File: config.mk
export PLATFORM = sky130hd
export DESIGN_NAME = timer_down32
export DESIGN_NICKNAME = d
export VERILOG_FILES = /design/src/rtl/timer_down32.sv
export SDC_FILE = /design/constraint.sdc
export NUM_CORES = 1
export LEC_CHECK = 0
export BUFFER_PORTS_ARGS = -buffer_cell sky130_fd_sc_hd__buf_2
export CAP_MARGIN = 30
export CORE_MARGIN = 2
export CORE_UTILIZATION = 61
export DETAILED_ROUTE_END_ITERATION = 16
export GPL_TIMING_DRIVEN = 0
export PLACE_DENSITY_LB_ADDON = 0.12
export SYNTH_ARGS = -nofsm -noshare
export SYNTH_HDL_FRONTEND = slang
export SYNTH_SLANG_ARGS = --single-unit
export TNS_END_PERCENT = 100
File: constraint.sdc
create_clock -name clk -period 3.6 [get_ports clk]
set_input_delay 0.72 -clock clk [delete_from_list [all_inputs] [get_ports clk]]
set_output_delay 0.72 -clock clk [all_outputs]
set_load 0.01 [all_outputs]
File: src/rtl/timer_down32.sv
// rtl/timer_down32.sv - loadable 32-bit down-counting timer with one-shot and periodic modes
//
// Purpose:
//   Software loads a count, starts the timer and gets a one-cycle expired
//   pulse plus a sticky irq flag when the count runs out. Periodic mode
//   reloads the count on expiry and keeps running; one-shot mode parks in
//   DONE with count=0 until restarted or reloaded.
//
// Ports:
//   clk            system clock, all state updates on posedge
//   rst            asynchronous active-low reset
//   load_valid     load request
//   load_ready     high whenever the timer is not running
//   load_value     initial count, also the reload value
//   load_periodic  1 = auto-reload, 0 = one-shot
//   start          begin/resume counting (ARMED or DONE)
//   stop           pause counting (RUN only); wins over start
//   irq_ack        clears irq (an expiry in the same cycle wins)
//   count          current count value
//   running        registered decode of state==RUN
//   expired        one-cycle registered pulse per expiry
//   irq            sticky expiry flag
//
// Configuration:
//   TIMER_DOWN32_PRESCALE_EN  when defined, a prescale counter makes the
//   count decrement once every PRESCALE+1 RUN cycles. When undefined every
//   RUN cycle is a tick and PRESCALE has no effect.

module timer_down32 #(
  parameter int unsigned PRESCALE = 0
) (
  input  logic        clk,
  input  logic        rst,
  input  logic        load_valid,
  output logic        load_ready,
  input  logic [31:0] load_value,
  input  logic        load_periodic,
  input  logic        start,
  input  logic        stop,
  input  logic        irq_ack,
  output logic [31:0] count,
  output logic        running,
  output logic        expired,
  output logic        irq
);

  typedef enum logic [1:0] {
    S_IDLE  = 2'd0,
    S_ARMED = 2'd1,
    S_RUN   = 2'd2,
    S_DONE  = 2'd3
  } state_e;

  state_e      state_q, state_d;
  logic [31:0] count_q, count_d;
  logic [31:0] reload_q, reload_d;
  logic        periodic_q, periodic_d;
  logic        running_q;
  logic        expired_q, expired_d;
  logic        irq_q, irq_d;

  logic        load_acc;
  logic        start_eff;
  logic        tick;
  logic        expiry;

`ifdef TIMER_DOWN32_PRESCALE_EN
  logic [31:0] ps_q, ps_d;
`else
  logic        prescale_unused;
  assign prescale_unused = (PRESCALE == 0);
`endif

  // ---------------------------------------------------------------------
  // State register
  // ---------------------------------------------------------------------
  always_ff @(posedge clk or negedge rst) begin
    if (!rst) begin
      state_q <= S_IDLE;
    end else begin
      state_q <= state_d;
    end
  end

  // ---------------------------------------------------------------------
  // Output / control decode
  // ---------------------------------------------------------------------
  always_comb begin
    load_ready = (state_q != S_RUN);
    load_acc   = load_valid && (state_q != S_RUN);
    // stop beats start in the same cycle
    start_eff  = start && !stop;
`ifdef TIMER_DOWN32_PRESCALE_EN
    tick       = (state_q == S_RUN) && (ps_q == PRESCALE);
`else
    tick       = (state_q == S_RUN);
`endif
    expiry     = tick && (count_q == 32'd1);
  end

  // ---------------------------------------------------------------------
  // Next-state logic
  // ---------------------------------------------------------------------
  always_comb begin
    state_d = state_q;
    if (load_acc) begin
      // a load always wins over a simultaneous start
      state_d = (load_value == 32'd0) ? S_IDLE : S_ARMED;
    end else begin
      case (state_q)
        S_ARMED: if (start_eff) state_d = S_RUN;
        S_DONE:  if (start_eff) state_d = S_RUN;
        S_RUN: begin
          // A one-shot expiry completes even if stop arrives on the same
          // edge; otherwise stop pauses the timer.
          if (expiry && !periodic_q) begin
            state_d = S_DONE;
          end else if (stop) begin
            state_d = S_ARMED;
          end
        end
        default: state_d = state_q;
      endcase
    end
  end

  // ---------------------------------------------------------------------
  // Datapath next values
  // ---------------------------------------------------------------------
  always_comb begin
    count_d    = count_q;
    reload_d   = reload_q;
    periodic_d = periodic_q;

    if (load_acc) begin
      count_d    = load_value;
      reload_d   = load_value;
      periodic_d = load_periodic;
    end else if ((state_q == S_DONE) && start_eff) begin
      count_d = reload_q;
    end else if (tick) begin
      // A tick taken on the same edge as stop still counts.
      if (expiry) begin
        count_d = periodic_q ? reload_q : 32'd0;
      end else if (count_q != 32'd0) begin
        count_d = count_q - 32'd1;
      end
    end

    expired_d = expiry;
    // set has priority over acknowledge
    irq_d     = expiry || (irq_q && !irq_ack);
  end

`ifdef TIMER_DOWN32_PRESCALE_EN
  // The prescaler only advances while RUN continues; entering RUN or
  // leaving it (stop, expiry into DONE) restarts the phase at 0.
  always_comb begin
    ps_d = 32'd0;
    if ((state_q == S_RUN) && (state_d == S_RUN)) begin
      ps_d = (ps_q == PRESCALE) ? 32'd0 : ps_q + 32'd1;
    end
  end

  always_ff @(posedge clk or negedge rst) begin
    if (!rst) begin
      ps_q <= 32'd0;
    end else begin
      ps_q <= ps_d;
    end
  end
`endif

  // ---------------------------------------------------------------------
  // Datapath registers
  // ---------------------------------------------------------------------
  always_ff @(posedge clk or negedge rst) begin
    if (!rst) begin
      count_q    <= 32'd0;
      reload_q   <= 32'd0;
      periodic_q <= 1'b0;
      running_q  <= 1'b0;
      expired_q  <= 1'b0;
      irq_q      <= 1'b0;
    end else begin
      count_q    <= count_d;
      reload_q   <= reload_d;
      periodic_q <= periodic_d;
      running_q  <= (state_d == S_RUN);
      expired_q  <= expired_d;
      irq_q      <= irq_d;
    end
  end

  assign count   = count_q;
  assign running = running_q;
  assign expired = expired_q;
  assign irq     = irq_q;

endmodule

# Word level (Yosys, flattened, before mapping)
# Cells that the tools add are included.
[word_totals] elab_cells=42 in_bits=39 output_inout_bits=36 regBits=70
[classes] eq_ne=6 mux=12 add_sub_neg=1 n_reduce_logical=16
[ops] cell="$mux 32" count=6
[ops] cell="$eq 32x1->1 const B" count=1
[ops] cell="$logic_not 32->1" count=1
[ops] cell="$reduce_bool 32->1" count=1
[ops] cell="$sub 32x1->32 const B" count=1
[ops] cell="$mux 2" count=4
[ops] cell="$eq 2x2->1 const B" count=3
[ops] cell="$logic_and 1x1->1" count=6
[ops] cell="$pmux 2 s2" count=1
[ops] cell="$reduce_bool 4->1" count=1
[ops] cell="$logic_not 1->1" count=3
[ops] cell="$reduce_bool 3->1" count=1
[ops] cell="$eq 2x1->1 const B" count=1
[ops] cell="$ne 2x2->1 const B" count=1
[ops] cell="$reduce_and 2->1" count=1
[ops] cell="$reduce_or 2->1" count=1
[ops] cell="$logic_or 1x1->1" count=1
[ops] cell="$mux 1" count=1

# Depth between registers and ports, before layout
# Gate-level depths: netlist of run 1.
[depth] word_depth=7 ltp_mapped=10 mapped_depth_nobuf=8

# Least setup slack after synthesis of run 1
# No wires, ideal clock.
[synth_path] kind="flip-flop to flip-flop" from="register count_q[1], in the netlist count[1]" to="register count_q[24], in the netlist count[24]" required_ns=3.455 arrival_ns=2.284 period_less_slack_ns=2.429 path_buffers=0 setup_slack_ns=1.171 setup_ns=0.145 path_stages_with_launch=9 cell_sequence="dfrtp_1 inv_1 ha_1 or3b_2 nor4_4 nand2_1 o31a_1 o211ai_1 o221ai_1"
[synth_between] elab_chain_cells=6 word_cells_on_any_way=11 classes_between="add/sub (1); eq/ne (1); mux (5); reduce/logical (4)"
[synth_lines] item="start: declaration" line_no="55" text="logic [31:0] count_q, count_d;"
[synth_lines] item="start signal: assignment" line_no="186" text="count_q <= count_d;"
[synth_lines] item="$sub 32x1->32 or $eq 32x1->1 (tied branches)" line_no="146, 98"
[synth_lines] item="$mux 32 or $logic_and 1x1->1 (tied branches)" line_no="145, 98"
[synth_lines] item="$mux 32" line_no="143" text="if (expiry) begin"
[synth_lines] item="$mux 32" line_no="141" text="end else if (tick) begin"
[synth_lines] item="$mux 32" line_no="139" text="end else if ((state_q == S_DONE) && start_eff) begin"
[synth_lines] item="$mux 32" line_no="135" text="if (load_acc) begin"
# Parallel ways exist; a longest one is shown, timed or not. The select of a mux whose other input is x is not followed.
# A chain may end at the register's enable or synchronous reset.

# Worst setup path after layout of run 1
[layout_path] from="register count_q[22], in the netlist count[22]" to="register count_q[4], in the netlist count[4]"
[layout_between] elab_chain_cells=6 word_cells_on_any_way=9 classes_between="eq/ne (1); mux (4); reduce/logical (4)"
[layout_lines] item="$eq 32x1->1" line_no="98" text="expiry = tick && (count_q == 32'd1);"
[layout_lines] item="$logic_and 1x1->1" line_no="98"
[layout_lines] item="$mux 32" line_no="143"
[layout_lines] item="$mux 32" line_no="141"
[layout_lines] item="$mux 32" line_no="139"
[layout_lines] item="$mux 32" line_no="135"
# Parallel ways exist; a longest one is shown, timed or not. The select of a mux whose other input is x is not followed.

==> metrics.csv, run 1 <==
stage,metric,value,unit
status,status,completed,
logic_synthesis,cell count after synthesis,469,
logic_synthesis,"Seq/Total Area, Yosys",0.417,
routing,via count,4647,
clock_network,# H-tree levels,3,
cells_and_area,share of layout cells above drive strength 1,0.234,
logic_synthesis,Yosys Warn Count,0,
critical_path,crit-path max FO,10,
clock_network,CTS Sinks,70,
sta,RSZ-0062 raised after global routing,no,
critical_path,crit end category,flop,
logic_synthesis,"FF+latch count, synth",70,
routing,drt total wl,15700,um
sta,Max-Slew Margin vs Limit,0.241,
critical_path,CP peak stage delay,710,ps
power_and_ir_drop,PwrDens,525,nW/um^2
logic_synthesis,Main synth FF type,dfrtp_1,
clock_network,"Clk Latency, worst-skew pair",350,ps
clock_network,number of gates resized after CTS,0,
clock_network,CTS tree,done,
logic_synthesis,Mapped Area,4200,um^2
critical_path,WS Path Type,reg -> reg,
sta,final clock skew,9.05,ps
cells_and_area,"commonest non-fill, non-tap cells in the layout","nand2_1 (90), buf_2 (78), dfrtp_1 (70)",
cells_and_area,# nets final,595,
global_routing,initial antenna violation count,2,
global_routing,Congestion Overflow GR,0,
logic_synthesis,syn_area_per_cell,8.96,um^2
logic_synthesis,Post-synth EDFFs,0,
placement,Area after DPL,4670,um^2
routing,met1 WL,6020,um
placement,port bufs,74,
placement,DPL Wire Length,10800,um
routing,DRC Markers,0,
critical_path,CP Data Required Time,3820,ps
floorplanning,Row Count,30,
cells_and_area,final std cells w/o fill,640,
critical_path,slowest CP cell,a21oi_2,
logic_synthesis,Syn Nets,510,
sta,Setup-failing EPs final,0,
floorplanning,Die Wd,87.0,um
floorplanning,total die area,7570,um^2
global_routing,GRT Total Usage,0.425,
sta,endpoints failing hold,0,
critical_path,crit-path cells,clkbuf_1 -> nor4_1 -> and2_1 -> clkbuf_1 -> nand4_1 -> a21oi_2 -> buf_2 -> o22ai_1,
clock_network,Hold Buf Count CTS,0,
critical_path,WP data arrival,3490,ps
floorplanning,core area,6720,um^2
clock_network,Max Buffers Root-to-Sink,2,
cells_and_area,filler instances,543,
sta,fmax,305,MHz
floorplanning,chip height,87.0,um
routing,met3 wire len,2150,um
logic_synthesis,library cells used by synthesis,72,
floorplanning,Initial Util,0.625,
clock_network,setup bufs post-CTS,0,
critical_path,R2R setup slack,320,ps
placement,Placed Instances,623,
routing,final antenna-violating net count,0,
routing,WL met2,6580,um
global_routing,largest net degree at the start of global routing,71,
floorplanning,Ports,75,
routing,router iterations before antenna repair,6,
routing,DR iter-0 viols,754,
placement,gpl congestion,0.953,
critical_path,crit path launch type,flop,
global_routing,first-pass GRT wire length,24000,um
global_routing,number of global-route vias before repair,4367,
routing,DR WL/cell,24.6,um
clock_network,clock root buffer,clkbuf_8,
critical_path,cell mode on critical path,clkbuf_1,
routing,DR top layer,met5,
sta,Final Cycle Share,0.910,
cells_and_area,Synth-to-Final Area Change,17.1,%
sta,Fin Setup TNS,0,ps
power_and_ir_drop,worst IR drop on VDD,0.316,mV
logic_synthesis,async set or reset register ratio after synthesis,1.00,
job,MaxCap Viol Count,0,
cells_and_area,Final Util,0.732,
cells_and_area,Final Cell Area,4920,um^2
clock_network,TritonCTS buffer count,9,
sta,min Tclk post-route,3280,ps
sta,fin worst setup slack,325,ps
worst_hold_path,HP Class,reg -> reg,
cells_and_area,"most common cell after layout, fill and taps aside",nand2_1,
sta,fin. max-slew vios,0,
placement,pre-CTS setup slack,563,ps
routing,Via density,7.26,
sta,Worst Tran Pin Value,1130,ps
clock_network,clock-pin slew on the worst setup and hold paths,80,ps
power_and_ir_drop,leakage power,2.21,nW
## cells in the mapped netlist (all sizes together) (4+ instances only)
cell | n | area share
a21o | 12 | 0.021
nand2b | 4 | 0.0060
inv | 8 | 0.0071
buf | 14 | 0.026
dfrtp | 70 | 0.42
a311oi | 10 | 0.025
and3 | 11 | 0.016
a221oi | 4 | 0.013
or4 | 9 | 0.017
a31oi | 5 | 0.0089
nor2 | 26 | 0.023
nor3 | 16 | 0.020
o21ai | 25 | 0.031
clkbuf | 15 | 0.013
nand3 | 11 | 0.014
a21oi | 13 | 0.016
o221ai | 4 | 0.0083
o22ai | 7 | 0.010
nand2 | 91 | 0.082
a22oi | 5 | 0.0089
o211ai | 12 | 0.023
o2bb2ai | 9 | 0.019
nor4 | 30 | 0.056
nand4 | 9 | 0.013
## where the power goes
part	total, mW	switching [mW]	leakage (nW)	internal [mW]
Sequential	1.07	0.156	0.868	0.909
Clock	0.775	0.325	0.119	0.450
Combinational	0.744	0.475	1.22	0.269
## logic make-up after synthesis
kind of cell               count (synthesis)  share of synthesized area
buffers and inverters                     38                     0.0470
muxes                                      1                    0.00268
and+or+nand+nor                          229                      0.289
AOI/OAI and AO/OA                        125                      0.230
xor gates and xnor gates                   4                    0.00834
adders and majority gates                  2                    0.00595
DFF                                       70                      0.417
## stage by stage
| stage | power [mW] | hold slack, ps |
|---|---|---|
| global route | 2.66 | 507 |
| floorplan | 1.49 | 424 |
| detailed placement | 1.78 | 461 |
| global placement | 1.76 | 453 |
| finish | 2.58 | 482 |
| CTS | 2.54 | 481 |
## worst max-delay path, delay by kind of cell, from the launching register on
| family | cells | cell delay [ps] |
|---|---|---|
| buf+inv | 3 | 920 |
| compound gates | 2 | 830 |
| flops | 1 | 380 |
| simple gates | 3 | 1010 |
## metal layers
metal | track usage | up-vias
li1 | - | 1950
met1 | 0.601 | 2150
met2 | 0.598 | 442
met3 | 0.104 | 103
met4 | 0.232 | 2
met5 | 0 | -
## state kept, by name, summed over array words and instances, names as in the netlist
name and flops:
running 1, irq 1, count 32, expired 1, periodic_q 1, state_q 2
reload_q 32
## cell type report
class	instances	area, um^2	area share
timing repair buffer	74	373	0.0758
antenna	1	2.50	0.000509
clock inverter	4	76.3	0.0155
multi-input combinational	361	2250	0.458
clock buffer	12	165	0.0336
sequential	70	1750	0.356
inverter	9	33.8	0.00687
tap	80	100	0.0204
buffer	29	164	0.0333
## final timing paths
check	start	cells past startpoint	endpoint
worst max-delay path	count[22]$_DFFE_PN0P_	8	count[4]$_DFFE_PN0P_
worst min-delay path	reload_q[30]$_DFFE_PN0P_	2	reload_q[30]$_DFFE_PN0P_
worst max register to register	count[22]$_DFFE_PN0P_	8	count[4]$_DFFE_PN0P_
worst min register to register	reload_q[30]$_DFFE_PN0P_	2	reload_q[30]$_DFFE_PN0P_
max in group asynchronous	rst	1	count[27]$_DFFE_PN0P_
min in group asynchronous	rst	1	count[4]$_DFFE_PN0P_
No activity file was read; power rests on OpenSTA's default activity.
==> inputs of run 2 (changes only) <==
ABC_AREA = 1   (was not set)
CORE_UTILIZATION = 62   (was 61)
==> run 2 against run 1 <==
  * Sequential power about the same
  * Design area increased by 6.3%
  * Total power decreased by 12%
  * First-iteration DRC count decreased by 51%
  * Setup slack improved by 1200 ps
  * Die area increased by 6.5%
  * Global-route usage decreased by 8.8 points
  * Critical endpoint is now count[30]$_DFFE_PN0P_
  * Final cell count increased by 30%
  * Area after synthesis increased by 8.6%
  * Combinational power decreased by 11%
  * Clock power decreased by 25%
==> metrics.csv, run 2 <==
stage,metric,value,unit,change
placement,DPL Wire Length,9870,um,-8.2%
cells_and_area,"most common cell after layout, fill and taps aside",nand2_1,,
floorplanning,Die Wd,89.8,um,+3.2%
critical_path,WS Path Type,reg -> reg,,
routing,DRC Markers,0,,unchanged
floorplanning,Ports,75,,unchanged
power_and_ir_drop,leakage power,2.70,nW,+22%
global_routing,GRT Total Usage,0.337,,-0.0883
cells_and_area,register area,1750,um^2,unchanged
critical_path,crit end category,flop,,
placement,gpl congestion,0.971,,+1.9%
clock_network,number of gates resized after CTS,0,,unchanged
global_routing,first-pass GRT wire length,21400,um,-11%
clock_network,CTS Sinks,70,,unchanged
clock_network,Max Buffers Root-to-Sink,2,,unchanged
floorplanning,total die area,8060,um^2,+6.5%
critical_path,crit-path max FO,10,,unchanged
cells_and_area,Synth-to-Final Area Change,14.6,%,
logic_synthesis,cell count after synthesis,640,,+36%
clock_network,TritonCTS buffer count,9,,unchanged
placement,pre-CTS setup slack,1430,ps,+867 ps
floorplanning,Row Count,31,,+3.3%
logic_synthesis,library cells used by synthesis,37,,-49%
logic_synthesis,Mapped Area,4560,um^2,+8.6%
logic_synthesis,Yosys Warn Count,0,,unchanged
critical_path,CP peak stage delay,430,ps,-280 ps
global_routing,Congestion Overflow GR,0,,unchanged
global_routing,initial antenna violation count,0,,-2
sta,fin worst setup slack,1500,ps,+1180 ps
clock_network,Hold Buf Count CTS,0,,unchanged
clock_network,clock root buffer,clkbuf_8,,
logic_synthesis,top cell type's share of synthesized area,0.384,,-0.0329
clock_network,setup bufs post-CTS,0,,unchanged
cells_and_area,# nets final,766,,+29%
cells_and_area,share of layout cells above drive strength 1,0.233,,-0.00147
worst_hold_path,HP Class,in -> async,,
sta,RSZ-0062 raised after global routing,no,,
critical_path,slowest CP cell,dfrtp_1,,
logic_synthesis,most common cell in the netlist,nand2_1,,
critical_path,crit path launch type,flop,,
floorplanning,core area,7180,um^2,+6.8%
sta,Worst Tran Pin Value,930,ps,-201 ps
critical_path,WP data arrival,2350,ps,-1140 ps
logic_synthesis,Main synth FF type,dfrtp_1,,
routing,DR iter-0 viols,372,,-51%
cells_and_area,"commonest non-fill, non-tap cells in the layout","nand2_1 (230), buf_2 (83), nor2_1 (78)",,
routing,router iterations before antenna repair,5,,-1
cells_and_area,Final Util,0.728,,-0.00370
routing,drt total wl,13300,um,-15%
logic_synthesis,main area contributors after synthesis,"dfrtp_1 (38%), nand2_1 (19%), nor2_1 (6.4%), nand3_1 (6.3%), inv_1 (3.3%)",,
critical_path,crit-path cells,inv_1 -> ha_1 -> nand2_2 -> nor2_4 -> nand2_2 -> clkinv_2 -> nand3_4 -> a21oi_4 -> buf_6 -> nand2_1 -> nand2_1 -> inv_1,,
routing,Via density,5.64,,-22%
sta,Max-Slew Margin vs Limit,0.380,,+0.139
clock_network,"Clk Latency, worst-skew pair",350,ps,about the same
placement,port bufs,74,,unchanged
logic_synthesis,"Seq/Total Area, Yosys",0.384,,-0.0329
sta,endpoints failing hold,0,,unchanged
clock_network,clock-pin slew on the worst setup and hold paths,80,ps,about the same
global_routing,largest net degree at the start of global routing,71,,unchanged
floorplanning,chip height,89.8,um,+3.2%
routing,DR WL/cell,16.1,um,-35%
sta,Final Cycle Share,0.583,,-0.327
critical_path,CP Data Required Time,3850,ps,+30 ps
routing,final antenna-violating net count,0,,unchanged
logic_synthesis,Post-synth EDFFs,0,,unchanged
clock_network,# H-tree levels,3,,unchanged
power_and_ir_drop,PwrDens,436,nW/um^2,-17%
power_and_ir_drop,worst IR drop on VDD,0.277,mV,-12%
sta,Fin Setup TNS,0,ps,unchanged
sta,Setup-failing EPs final,0,,unchanged
sta,fmax,476,MHz,+56%
routing,via count,4676,,+0.62%
cells_and_area,filler instances,596,,+9.8%
global_routing,number of global-route vias before repair,4365,,-0.046%
logic_synthesis,"top cells by count, synth","nand2_1 (230), nor2_1 (78), dfrtp_1 (70), nand3_1 (57), inv_1 (40)",,
logic_synthesis,Syn Nets,681,,+34%
logic_synthesis,cell taking the most area after synthesis,dfrtp_1,,
power_and_ir_drop,Overall Power,2.28,mW,-12%
cells_and_area,n_diodes,0,,-1
sta,final clock skew,6.35,ps,-2.70 ps
logic_synthesis,syn_area_per_cell,7.13,um^2,-20%
critical_path,critical path launch point,count[0]$_DFFE_PN0P_,,
sta,fin. max-slew vios,0,,unchanged
clock_network,CTS tree,done,,
logic_synthesis,async set or reset register ratio after synthesis,1.00,,unchanged
critical_path,RR Startpoint,count[0]$_DFFE_PN0P_,,
logic_synthesis,"FF+latch count, synth",70,,unchanged
cells_and_area,area occupied by multi-input gates,2480,um^2,+10%
floorplanning,Initial Util,0.636,,+0.0104
status,status,completed,,
sta,min Tclk post-route,2100,ps,-1180 ps
job,MaxCap Viol Count,0,,unchanged
sta,Fin Hold WS,464,ps,-18.4 ps
==> run 2: path summary, 6_finish.rpt <==
path | slack (ps) | cells past startpoint | end
worst max-delay path | 1500 | 12 | count[30]$_DFFE_PN0P_
worst min-delay path | 460 | 1 | irq$_DFF_PN0_
worst max register to register | 1500 | 12 | count[30]$_DFFE_PN0P_
worst min register to register | 480 | 2 | reload_q[5]$_DFFE_PN0P_
max in group asynchronous | 2480 | 1 | reload_q[31]$_DFFE_PN0P_
min in group clk | 480 | 2 | reload_q[5]$_DFFE_PN0P_
==> run 2: per-stage QoR <==
| step | std cells | area, um^2 |
|---|---|---|
| final | 829 | 5230 |
| after CTS | 829 | 5230 |
| after detailed placement | 813 | 5060 |
| after floorplan | 640 | 4560 |
| after global routing | 829 | 5230 |
| after global placement | 813 | 5060 |
==> run 2: power breakdown <==
group / internal, mW / switching, mW
Clock: 0.266 / 0.312
Combinational: 0.240 / 0.422
Sequential: 0.896 / 0.143
Total: 1.40 / 0.877
==> run 2: final cells by class <==
type | count | share of cell area
Buffer | 21 | 0.0283
Clock buffer | 12 | 0.0278
Clock inverter | 4 | 0.00431
Inverter | 47 | 0.0345
Multi-Input combinational cell | 502 | 0.475
Sequential cell | 70 | 0.335
Tap cell | 99 | 0.0237
Timing Repair Buffer | 74 | 0.0713
==> run 2: critical path: cells and delay by family (launching register included) <==
kind	cells	cell delay, ps
AO/OA/AOI/OAI	1	250
adder cells (fa/ha/maj)	1	200
buffers and inverters	4	450
flip-flops	1	430
AND/OR/NAND/NOR	6	650
==> run 2: logic make-up (layout without fill, tap and decap cells) <==
| kind of cell | after synthesis | after routing | share of synthesized area |
|---|---|---|---|
| AOI/OAI and AO/OA | 56 | 56 | 0.0719 |
| xor gates and xnor gates | 6 | 6 | 0.0115 |
| adders and majority gates | 2 | 2 | 0.00548 |
| buffers and inverters | 68 | 158 | 0.0719 |
| DFF | 70 | 70 | 0.384 |
| and+or+nand+nor | 438 | 438 | 0.455 |
==> run 2: per-layer routing <==
| layer | GRT usage | wire length [um] |
|---|---|---|
| met1 | 0.453 | 5620 |
| met2 | 0.546 | 6150 |
| met5 | 0 | 0 |
| met3 | 0.0444 | 1050 |
| met4 | 0.158 | 513 |
==> inputs of run 3 (changes only) <==
ABC_AREA = 0   (was 1)
CORE_UTILIZATION = 56   (was 62)
clock period = 1.94 ns   (was 3.6 ns; I/O delays follow)
==> run 3 against run 2 <==
  * The flow now finishes with violations (negative setup slack)
  * Worst hold slack lost 320 ps
  * Total power is 130% higher
  * Sequential share of layout area shrank 5.5 points
  * Critical path depth fell by 3
  * Fmax is 19% lower
  * Design area increased by 20%
  * Via count increased by 16%
  * Setup slack got worse by 2200 ps
  * Final cell count decreased by 12%
  * Die area up 1.9%
  * Clock skew up 13 ps
  * Critical endpoint is now count[25]$_DFFE_PN0P_
==> metrics.csv, run 3 (synthesized netlist as in run 1, its figures left out) <==
stage,metric,value,unit,change
cells_and_area,n_diodes,0,,unchanged
placement,port bufs,74,,unchanged
critical_path,Bufs and invs on worst path,3,,-1
clock_network,Max Buffers Root-to-Sink,2,,unchanged
clock_network,# H-tree levels,3,,unchanged
power_and_ir_drop,PwrDens,846,nW/um^2,+94%
routing,final antenna-violating net count,0,,unchanged
critical_path,WP data arrival,2840,ps,+490 ps
critical_path,crit-path max FO,5,,-5
critical_path,crit path launch type,flop,,
sta,Setup-failing EPs final,38,,+38
job,MaxCap Viol Count,0,,unchanged
global_routing,initial antenna violation count,1,,+1
critical_path,cell mode on critical path,buf_4,,
sta,Final Cycle Share,1.34,,+0.752
floorplanning,Row Count,31,,unchanged
sta,endpoints failing hold,0,,unchanged
critical_path,slowest CP cell,or4_4,,
sta,fin worst setup slack,-650,ps,-2150 ps
global_routing,largest net degree at the start of global routing,71,,unchanged
routing,Via density,7.38,,+31%
routing,DRC Markers,0,,unchanged
placement,gpl congestion,0.965,,-0.60%
floorplanning,chip height,90.6,um,+0.94%
critical_path,crit end category,flop,,
power_and_ir_drop,Pint,3.16,mW,+130%
routing,DR WL/cell,27.1,um,+68%
power_and_ir_drop,worst IR drop on VDD,0.679,mV,+140%
clock_network,TritonCTS buffer count,9,,unchanged
critical_path,crit-path cells,or4_4 -> buf_8 -> buf_4 -> nor4_4 -> buf_4 -> nand2_1 -> nor4_1 -> o21ai_0 -> o2bb2ai_1,,
power_and_ir_drop,leakage power,2.78,nW,+2.9%
power_and_ir_drop,combinational power share,0.425,,+0.134
cells_and_area,share of layout cells above drive strength 1,0.461,,+0.228
power_and_ir_drop,Reg power frac,0.375,,-0.081
routing,drt total wl,19800,um,+49%
sta,Fin Setup TNS,-18300,ps,-18300 ps
power_and_ir_drop,Psw,2.16,mW,+150%
power_and_ir_drop,switching part of the total power,0.407,,+0.0221
clock_network,clock root buffer,clkbuf_8,,
power_and_ir_drop,clock share of power,0.201,,-0.053
global_routing,number of global-route vias before repair,4913,,+13%
floorplanning,Die Wd,90.6,um,+0.94%
cells_and_area,"commonest non-fill, non-tap cells in the layout","nand2_1 (86), buf_2 (73), dfrtp_1 (61)",,
sta,fin. max-slew vios,0,,unchanged
cells_and_area,Synth-to-Final Area Change,49.7,%,
sta,min Tclk post-route,2590,ps,+491 ps
clock_network,Hold Buf Count CTS,0,,unchanged
sta,Max-Slew Margin vs Limit,0.385,,+0.00493
floorplanning,core area,7250,um^2,+1.1%
critical_path,WS Path Type,reg -> reg,,
clock_network,CTS tree,done,,
sta,RSZ-0062 raised after global routing,yes,,
global_routing,GRT Total Usage,0.449,,+0.112
status,failing checks,negative setup slack,,
cells_and_area,# nets final,670,,-13%
global_routing,first-pass GRT wire length,27800,um,+30%
clock_network,CTS Sinks,70,,unchanged
critical_path,CP peak stage delay,550,ps,+120 ps
routing,DR iter-0 viols,893,,+140%
routing,via count,5406,,+16%
clock_network,"Clk Latency, worst-skew pair",370,ps,+20 ps
placement,DPL Wire Length,11000,um,+12%
status,status,finished with violations,,
floorplanning,Ports,75,,unchanged
global_routing,Congestion Overflow GR,0,,unchanged
worst_hold_path,HP Class,in -> async,,
critical_path,CP Data Required Time,2190,ps,-1660 ps
critical_path,crit-path leading delay family,simple AND/OR/NAND/NOR gates,,
sta,Worst Tran Pin Value,922,ps,-7.40 ps
floorplanning,Initial Util,0.579,,-0.0565
power_and_ir_drop,Overall Power,5.32,mW,+130%
cells_and_area,"most common cell after layout, fill and taps aside",nand2_1,,
sta,final clock skew,19.2,ps,+12.9 ps
critical_path,R2R setup slack,-650,ps,-2150 ps
clock_network,clock-pin slew on the worst setup and hold paths,80,ps,about the same
sta,fmax,386,MHz,-19%
floorplanning,total die area,8210,um^2,+1.9%
routing,router iterations before antenna repair,6,,+1
==> run 3: timing repair <==
action | CTS | global route
cloned | 8 | 1
gates resized for setup | 103 | 65
buffers inserted | 51 | 19
setup endpoints to repair | 69 | 52
pin swaps | 33 | 36
==> run 3: path summary, 6_finish.rpt <==
check,depth (start not counted),to,from
max in group asynchronous,1,count[8]$_DFFE_PN0P_,rst
min,1,reload_q[2]$_DFFE_PN0P_,rst
min reg2reg,2,reload_q[7]$_DFFE_PN0P_,reload_q[7]$_DFFE_PN0P_
max reg2reg,9,count[25]$_DFFE_PN0P_,count[4]$_DFFE_PN0P_
max,9,count[25]$_DFFE_PN0P_,count[4]$_DFFE_PN0P_
min in group clk,2,irq$_DFF_PN0_,irq_ack
==> run 3: per-stage QoR <==
stage	instance area (um^2)	hold slack, ps	utilization	instances	worst slack [ps]
after floorplan	4310	92.4	-	469	-358
after global placement	4810	451	0.663	642	-893
after detailed placement	4820	460	0.664	643	-913
after CTS	5950	188	0.820	716	-505
after global routing	6290	224	0.867	733	-664
final	6290	141	0.867	733	-650
==> run 3: layout make-up <==
cell class | instances | area [um^2]
clock inverters | 4 | 23.8
fillers | 372 | 963
inverters | 9 | 38.8
clock buffers | 12 | 135
well taps | 99 | 124
repair buffers | 151 | 1160
flip-flops and latches | 70 | 1760
plain buffers | 25 | 292
multi-input cells | 363 | 2750
==> run 3: worst register-to-register path, delay by kind of cell (launching register included) <==
family / cells / cell delay (ps)
buffers and inverters: 3 / 520
AO/OA/AOI/OAI: 2 / 300
flip-flops: 1 / 460
AND/OR/NAND/NOR: 4 / 1220
==> run 3: power groups by stage <==
stage / logic (mW) / registers [mW] / clock network (mW)
2_1_floorplan: 0.833 / 1.99 / 0
3_3_place_gp: 1.37 / 1.97 / 0
3_5_place_dp: 1.40 / 1.99 / 0
4_1_cts: 1.90 / 1.96 / 1.03
5_1_grt: 2.33 / 2.01 / 1.09
6_report: 2.26 / 1.99 / 1.07
==> run 3: routing by layer <==
layer | vias to the layer above | global-route usage | share of wire | routed length [um]
met5 | - | 0 | 0 | 0
met4 | 0 | 0.223 | 0.072 | 1430
met3 | 175 | 0.146 | 0.16 | 3220
met2 | 589 | 0.669 | 0.43 | 8520
met1 | 2526 | 0.589 | 0.34 | 6670
li1 | 2116 | - | - | -
